## config.mk

```make
export PLATFORM = sky130hd
export DESIGN_NAME = verificador_tabla
export DESIGN_NICKNAME = d
export VERILOG_FILES = /design/src/rtl/verificador_tabla.sv
export SDC_FILE = /design/constraint.sdc
export NUM_CORES = 1
export LEC_CHECK = 0
export CAP_MARGIN = 20
export CORE_ASPECT_RATIO = 1.75
export CORE_UTILIZATION = 50
export CTS_BUF_LIST = sky130_fd_sc_hd__clkbuf_2 sky130_fd_sc_hd__clkbuf_4 sky130_fd_sc_hd__clkbuf_8
export DETAILED_ROUTE_END_ITERATION = 8
export GPL_TIMING_DRIVEN = 0
export PLACE_DENSITY = 0.79
export SLEW_MARGIN = 10
export SYNTH_ARGS = -nofsm -noshare
export SYNTH_HDL_FRONTEND = slang
export SYNTH_SLANG_ARGS = --single-unit
```

## constraint.sdc

```tcl
create_clock -name clk -period 1.9 [get_ports clk]
set_input_delay 0.475 -clock clk [delete_from_list [all_inputs] [get_ports clk]]
set_output_delay 0.475 -clock clk [all_outputs]
set_load 0.02 [all_outputs]
```

## src/rtl/verificador_tabla.sv

```systemverilog
// rtl/verificador_tabla.sv - truth-table sweeper and equivalence checker with MISR signature
// Drives every N_IN-bit vector, compares reference/simplified output pairs, signs the responses.
module verificador_tabla #(
  parameter int N_IN    = 5,
  parameter int N_PAIRS = 4,
  parameter int SETTLE  = 1
) (
  input  logic                 clk,
  input  logic                 rst_n,
  input  logic                 start,
  output logic [N_IN-1:0]      vec,
  input  logic [2*N_PAIRS-1:0] resp,
  output logic                 busy,
  output logic                 done,
  output logic                 pass,
  output logic [N_PAIRS-1:0]   err_mask,
  output logic [N_IN:0]        err_count,
  output logic [N_IN-1:0]      first_err_vec,
  output logic                 first_err_valid,
  output logic [15:0]          signature
);

  typedef enum logic [1:0] {IDLE, HOLD, FIN} state_t;

  state_t               state_q, state_d;
  logic [N_IN-1:0]      vec_q, vec_d;
  logic [3:0]           hold_q, hold_d;
  logic                 busy_q, busy_d;
  logic                 done_q, done_d;
  logic                 pass_q, pass_d;
  logic [N_PAIRS-1:0]   mask_q, mask_d;
  logic [N_IN:0]        cnt_q, cnt_d;
  logic [N_IN-1:0]      fev_q, fev_d;
  logic                 fevalid_q, fevalid_d;
  logic [15:0]          sig_q, sig_d;

  logic [N_PAIRS-1:0]   mismatch;
  logic [15:0]          resp_ext;
  logic                 feedback;
  logic                 last_vec;
  logic                 sample;

  always_comb begin
    mismatch = '0;
    for (int k = 0; k < N_PAIRS; k++) begin
      mismatch[k] = resp[2*k+1] ^ resp[2*k];
    end
  end

  assign resp_ext = 16'(resp);
  assign feedback = sig_q[15] ^ sig_q[14] ^ sig_q[12] ^ sig_q[3];
  assign last_vec = (vec_q == {N_IN{1'b1}});
  assign sample   = (hold_q == 4'(SETTLE));

  always_comb begin
    state_d   = state_q;
    vec_d     = vec_q;
    hold_d    = hold_q;
    busy_d    = busy_q;
    done_d    = 1'b0;
    pass_d    = pass_q;
    mask_d    = mask_q;
    cnt_d     = cnt_q;
    fev_d     = fev_q;
    fevalid_d = fevalid_q;
    sig_d     = sig_q;
    case (state_q)
      IDLE, FIN: begin
        if (start) begin
          state_d   = HOLD;
          vec_d     = '0;
          hold_d    = '0;
          busy_d    = 1'b1;
          pass_d    = 1'b0;
          mask_d    = '0;
          cnt_d     = '0;
          fev_d     = '0;
          fevalid_d = 1'b0;
          sig_d     = 16'hFFFF;
        end else if (state_q == FIN) begin
          state_d = IDLE;
        end
      end
      HOLD: begin
        if (sample) begin
          hold_d = '0;
          mask_d = mask_q | mismatch;
          sig_d  = {sig_q[14:0], feedback} ^ resp_ext;
          if (|mismatch) begin
            cnt_d = cnt_q + (N_IN+1)'(1);
            if (!fevalid_q) begin
              fev_d     = vec_q;
              fevalid_d = 1'b1;
            end
          end
          // The final vector stays on vec; results freeze as done pulses.
          if (last_vec) begin
            state_d = FIN;
            busy_d  = 1'b0;
            done_d  = 1'b1;
            pass_d  = (cnt_d == '0);
          end else begin
            vec_d = vec_q + N_IN'(1);
          end
        end else begin
          hold_d = hold_q + 4'd1;
        end
      end
      default: state_d = IDLE;
    endcase
  end

  always_ff @(posedge clk or negedge rst_n) begin
    if (!rst_n) begin
      state_q   <= IDLE;
      vec_q     <= '0;
      hold_q    <= '0;
      busy_q    <= 1'b0;
      done_q    <= 1'b0;
      pass_q    <= 1'b0;
      mask_q    <= '0;
      cnt_q     <= '0;
      fev_q     <= '0;
      fevalid_q <= 1'b0;
      sig_q     <= '0;
    end else begin
      state_q   <= state_d;
      vec_q     <= vec_d;
      hold_q    <= hold_d;
      busy_q    <= busy_d;
      done_q    <= done_d;
      pass_q    <= pass_d;
      mask_q    <= mask_d;
      cnt_q     <= cnt_d;
      fev_q     <= fev_d;
      fevalid_q <= fevalid_d;
      sig_q     <= sig_d;
    end
  end

  assign vec             = vec_q;
  assign busy            = busy_q;
  assign done            = done_q;
  assign pass            = pass_q;
  assign err_mask        = mask_q;
  assign err_count       = cnt_q;
  assign first_err_vec   = fev_q;
  assign first_err_valid = fevalid_q;
  assign signature       = sig_q;

endmodule
```

# Word-level counts from Yosys, hierarchy flattened

Cells that the tools add are included.

Register bits after elaboration: 46
Input port bits: 11
Output and inout port bits: 40
Logic and storage cells: 87

Add/subtract/negate cells: 3
Equal/unequal tests: 11
Muxes and demuxes: 41
Bitwise gates (word level): 9
Reduce and logical (&&, ||, !) cells: 12

Operators with widths:

| operator            | number |
|---|---|
| $mux 16             | 2 |
| $pmux 16 s2         | 1 |
| $mux 5              | 6 |
| $mux 6              | 5 |
| $pmux 5 s2          | 2 |
| $pmux 4 s2          | 2 |
| $xor 16x8->16       | 1 |
| $mux 4              | 3 |
| $ne 2x2->1 const B  | 6 |
| $pmux 6 s2          | 1 |
| $reduce_and 4->1    | 3 |
| $mux 1              | 11 |
| $mux 2              | 4 |
| $xor 1x1->1         | 7 |
| $add 6x1->6 const B | 1 |
| $logic_not 6->1     | 1 |
| $pmux 1 s2          | 3 |
| $reduce_and 3->1    | 2 |
| $add 5x1->5 const B | 1 |
| $eq 5x5->1 const B  | 1 |
| $reduce_and 5->1    | 1 |
| $add 4x1->4 const B | 1 |
| $eq 4x1->1 const B  | 1 |
| $or 4x4->4          | 1 |
| other kinds (9)     | 9 |

# Depth between registers and ports, before layout

Gate-level depths: netlist of run 1.

Depth after elaboration: 9
Depth in mapped cells: 8
Gate-level depth less buffers: 7

# Worst setup path before layout of run 1

OpenSTA, ideal clock, no wires.

Path kind: flip-flop to flip-flop
Start point: register vec_q[0] (netlist: vec[0])
End point: register vec_q[2] (netlist: vec[2])
Setup time: 0.129 ns
Arrival: 1.646 ns
Data required time: 1.771 ns
Slack: 0.125 ns
Stages on the path, launching flop included: 8
Buffers on the path: 1
Period minus slack after synthesis: 1.775 ns
Path through: dfrtp_1 > ha_1 > and3_1 > ha_1 > clkbuf_1 > nor3b_2 > xnor2_1 > nor2_1

Word-level cells in the longest chain between the ends: 4
Elaborated cells on any way between the ends: 7
Those cells by class: 1 x add/sub; 2 x eq/ne; 3 x mux; 1 x reduce/logical

RTL lines:

| element                | line | RTL |
|---|---|---|
| from (decl)            | 26   | `logic [N_IN-1:0] vec_q, vec_d;` |
| from (signal assigned) | 128  | `vec_q <= vec_d;` |
| $add 5x1->5            | 103  | `vec_d = vec_q + N_IN'(1);` |
| $mux 5                 | 97   | `if (last_vec) begin` |
| $mux 5                 | 85   | `if (sample) begin` |
| $pmux 5 s2             | 67   | `case (state_q)` |

Several ways; a longest one is shown, not always the timed one. The select of a mux whose other input is x is not followed.
A chain may end at the register's enable or synchronous reset.

# Final worst setup path of run 1

Start point: register fevalid_q (netlist: first_err_valid)
End point: output first_err_valid

RTL lines:

| element                | line | RTL |
|---|---|---|
| from (decl)            | 34   | `logic fevalid_q, fevalid_d;` |
| from (signal assigned) | 136  | `fevalid_q <= fevalid_d;` |
| to (decl)              | 19   | `output logic first_err_valid,` |

No word-level cell between the ends.

==> out/metrics.yaml, run 1 <==
final_cell_mix: "dfrtp_1 (44), clkdlybuf4s50_1 (35), nand2_1 (29), o21ai_0 (19)"
crit_path_max_incr_delay_ps: 630
power_frac_seq_pct: 35.9
ant_nets: 0
slew_headroom_pct: 70.0
drv_slew: 0
worst-path-stages: 1
syn2layout_area_growth_pct: 35.7
cpLargestDelayFamily: "buffers and inverters"
path_class: "register to output port"
viasPerCell: 5.55
firstDrtPassIters: 4
grtUsageTotal_pct: 24.2
core_mm2: 0.00440
end_kind: "output port"
setup_viol: 0
routed_wl_um: 5310
pwr-share-comb_pct: 51.7
final_cell_count_no_fill: 346
drcViolationCount: 0
synth.avg_cell_area_um2: 10.1
r2r_cells: 7
synth-async-reset-ratio_pct: 100
die_y_um: 91.5
synth_edf_count: 0
seqCellArea_mm2: 0.00115
p_leak_nw: 1.43
syn-instance-count: 227
htree_levels: 2
initial_core_util_pct: 52.0
worstPathArrival_ps: 1370
hold_viol_final: 0
gp_congestion: 0.823
nNetsFinal: 310
total_power_mw: 5.03
drt_iter0_markers: 42
setup.worst_path.start_class: "register"
cts_tree: "yes"
synth_cell_types: 42
io_buffers: 50
seq_area_frac_synth_pct: 50.3
swShare_pct: 41.6
multi_input_area_mm2: 0.00108
clockPowerShare_pct: 12.5
root_buffer: "clkbuf_8"
p_switching_mw: 2.09
antenna_found_initial: 0
slowest_stage: "clkdlybuf4s50_1"
worst_slack_ps: 51.0
path_clk_slew_ps: 90
cts_buffers: 5
wl_per_cell_um: 15.3
p_int_mw: 2.94
place_ws_ps: -356
fin_util_pct: 70.5
layout_commonest_cell: "dfrtp_1"
required_ps: 1420
worstMarginPinSlew_ps: 450
critPathMaxFanout: 3
peakVddDrop_uv: 1400
clock_sinks: 46
die-area_mm2: 0.00486
status: "complete, no violations"
cts_buffer_depth: 2
grt_max_degree: 36
row_count: 32
place_inst: 329
min-delay-path-class: "primary input to async pin"
n_antenna_cell: 0
io_pins: 51
dp_hpwl_um: 3640
cap_viol_max_count: 0
ys.flop_type: "dfrtp_1"
period_share_pct: 97.3
skew_ps: 5.59
syn_nets: 243
grt_pass1_wl_um: 8700
grt_pass1_vias: 1962
powerDensity_mw_per_mm2: 1620
num_vias: 1921
rsz0062_at_grt: "yes"
fin_hold_ws_ps: 50.2
fill_cells: 346
die_w_um: 53.2
fin_crit_ps: 1850
drive_gt1_share_pct: 15.9
grt-ovfl-total: 0
yosys_warnings: 0
ys_ff_latch: 46
crit_chain: "clkdlybuf4s50_1"
clk_latency_ps: 300
cp_num_buf_inv: 1
timing.fmax_ghz: 0.541
synth_area_mm2: 0.00229
[synthesized netlist by cell type (2+ instances only)]
| cell type | number | area (um^2) |
|---|---|---|
| mux2i_1 | 5 | 50.1 |
| o21ai_0 | 19 | 95.1 |
| a41oi_1 | 2 | 17.5 |
| nand4_1 | 2 | 12.5 |
| nor2b_1 | 2 | 12.5 |
| ha_1 | 5 | 62.6 |
| a21oi_1 | 12 | 60.1 |
| nor2_1 | 14 | 52.6 |
| buf_4 | 2 | 15.0 |
| o31ai_1 | 3 | 22.5 |
| nand3_1 | 5 | 25.0 |
| inv_1 | 7 | 26.3 |
| buf_6 | 2 | 22.5 |
| nor3_1 | 10 | 50.1 |
| nand2b_1 | 2 | 12.5 |
| xnor2_1 | 18 | 158 |
| o21a_1 | 4 | 30.0 |
| a22oi_1 | 2 | 15.0 |
| o21ai_1 | 5 | 25.0 |
| dfrtp_1 | 46 | 1150 |
| and3_1 | 4 | 25.0 |
| buf_2 | 3 | 15.0 |
| nand2_1 | 29 | 109 |
| clkbuf_1 | 5 | 18.8 |
| xor2_1 | 2 | 17.5 |
[power by group through the flow]
| stage | registers, mW | logic (mW) | clock network (mW) |
|---|---|---|---|
| 6_report | 1.80 | 2.60 | 0.628 |
| 5_1_grt | 1.87 | 2.81 | 0.681 |
| 4_1_cts | 1.80 | 2.53 | 0.638 |
| 3_5_place_dp | 1.81 | 2.52 | 0 |
| 3_3_place_gp | 1.81 | 2.44 | 0 |
| 2_1_floorplan | 2.17 | 1.11 | 0 |
[routing by layer]
| metal | vias up | wire [um] | global-route usage, % |
|---|---|---|---|
| li1 | 913 | - | - |
| met1 | 944 | 1990 | 27.3 |
| met2 | 55 | 2990 | 41.9 |
| met3 | 9 | 224 | 5.53 |
| met4 | 0 | 99 | 9.87 |
| met5 | - | 0 | 0 |
[logic make-up after synthesis]
kind of cell / Yosys count / share of synthesized area, %
fa+ha+maj: 5 / 2.73
simple gates: 77 / 17.8
mux: 5 / 2.19
compound gates: 55 / 15.1
buf+inv: 19 / 4.26
flops: 46 / 50.3
xor+xnor: 20 / 7.65
[state kept, by name, summed over array words and instances, names as in the netlist]
name,cells
signature,16
err_count,6
first_err_vec,5
vec,5
err_mask,4
hold_q,4
state_q,2
busy,1
done,1
first_err_valid,1
pass,1
[stage by stage]
step	cell area, um^2	TNS, ps
floorplan	2290	0
global placement	2850	-45010
detailed placement	2870	-4860
CTS	2990	0
global route	3110	-84.7
finish	3110	0
[final cells by class]
class	instances	area share, %
sequential	46	37.1
multi-input combinational	162	34.7
timing repair buffer	60	19.5
buffer	12	2.70
clock buffer	6	2.66
tap	51	2.05
inverter	7	0.846
clock inverter	2	0.403
[repair_timing]
item	CTS	global route
setup endpoints to repair	4	21
buffers inserted	0	8
hold buffers	0	0
resized for setup	7	24
hold endpoints to repair	0	0
pin swaps	0	9
cloned	0	1
[path summary, 6_finish.rpt]
| kind | endpoint | slack, ps | start |
|---|---|---|---|
| max in group asynchronous | vec[0] | 1360 | rst_n |
| worst min register to register | err_mask[2] | 500 | err_mask[2] |
| worst max register to register | first_err_vec[3] | 80 | hold_q[1] |
| min in group clk | err_mask[2] | 500 | err_mask[2] |
| worst max-delay path | first_err_valid | 50 | first_err_valid |
| worst min-delay path | err_count[2] | 50 | rst_n |
Note: power is estimated with default switching activity, not from simulation.
==> run 2: changes to the inputs <==
--- a/config.mk
+++ b/config.mk
@@ -12,7 +12,6 @@
 export DETAILED_ROUTE_END_ITERATION = 8
 export GPL_TIMING_DRIVEN = 0
 export PLACE_DENSITY = 0.79
-export SLEW_MARGIN = 10
 export SYNTH_ARGS = -nofsm -noshare
 export SYNTH_HDL_FRONTEND = slang
 export SYNTH_SLANG_ARGS = --single-unit
==> results of run 2 <==
Same layout as run 1: the final DEF is identical, and so are final timing and power.
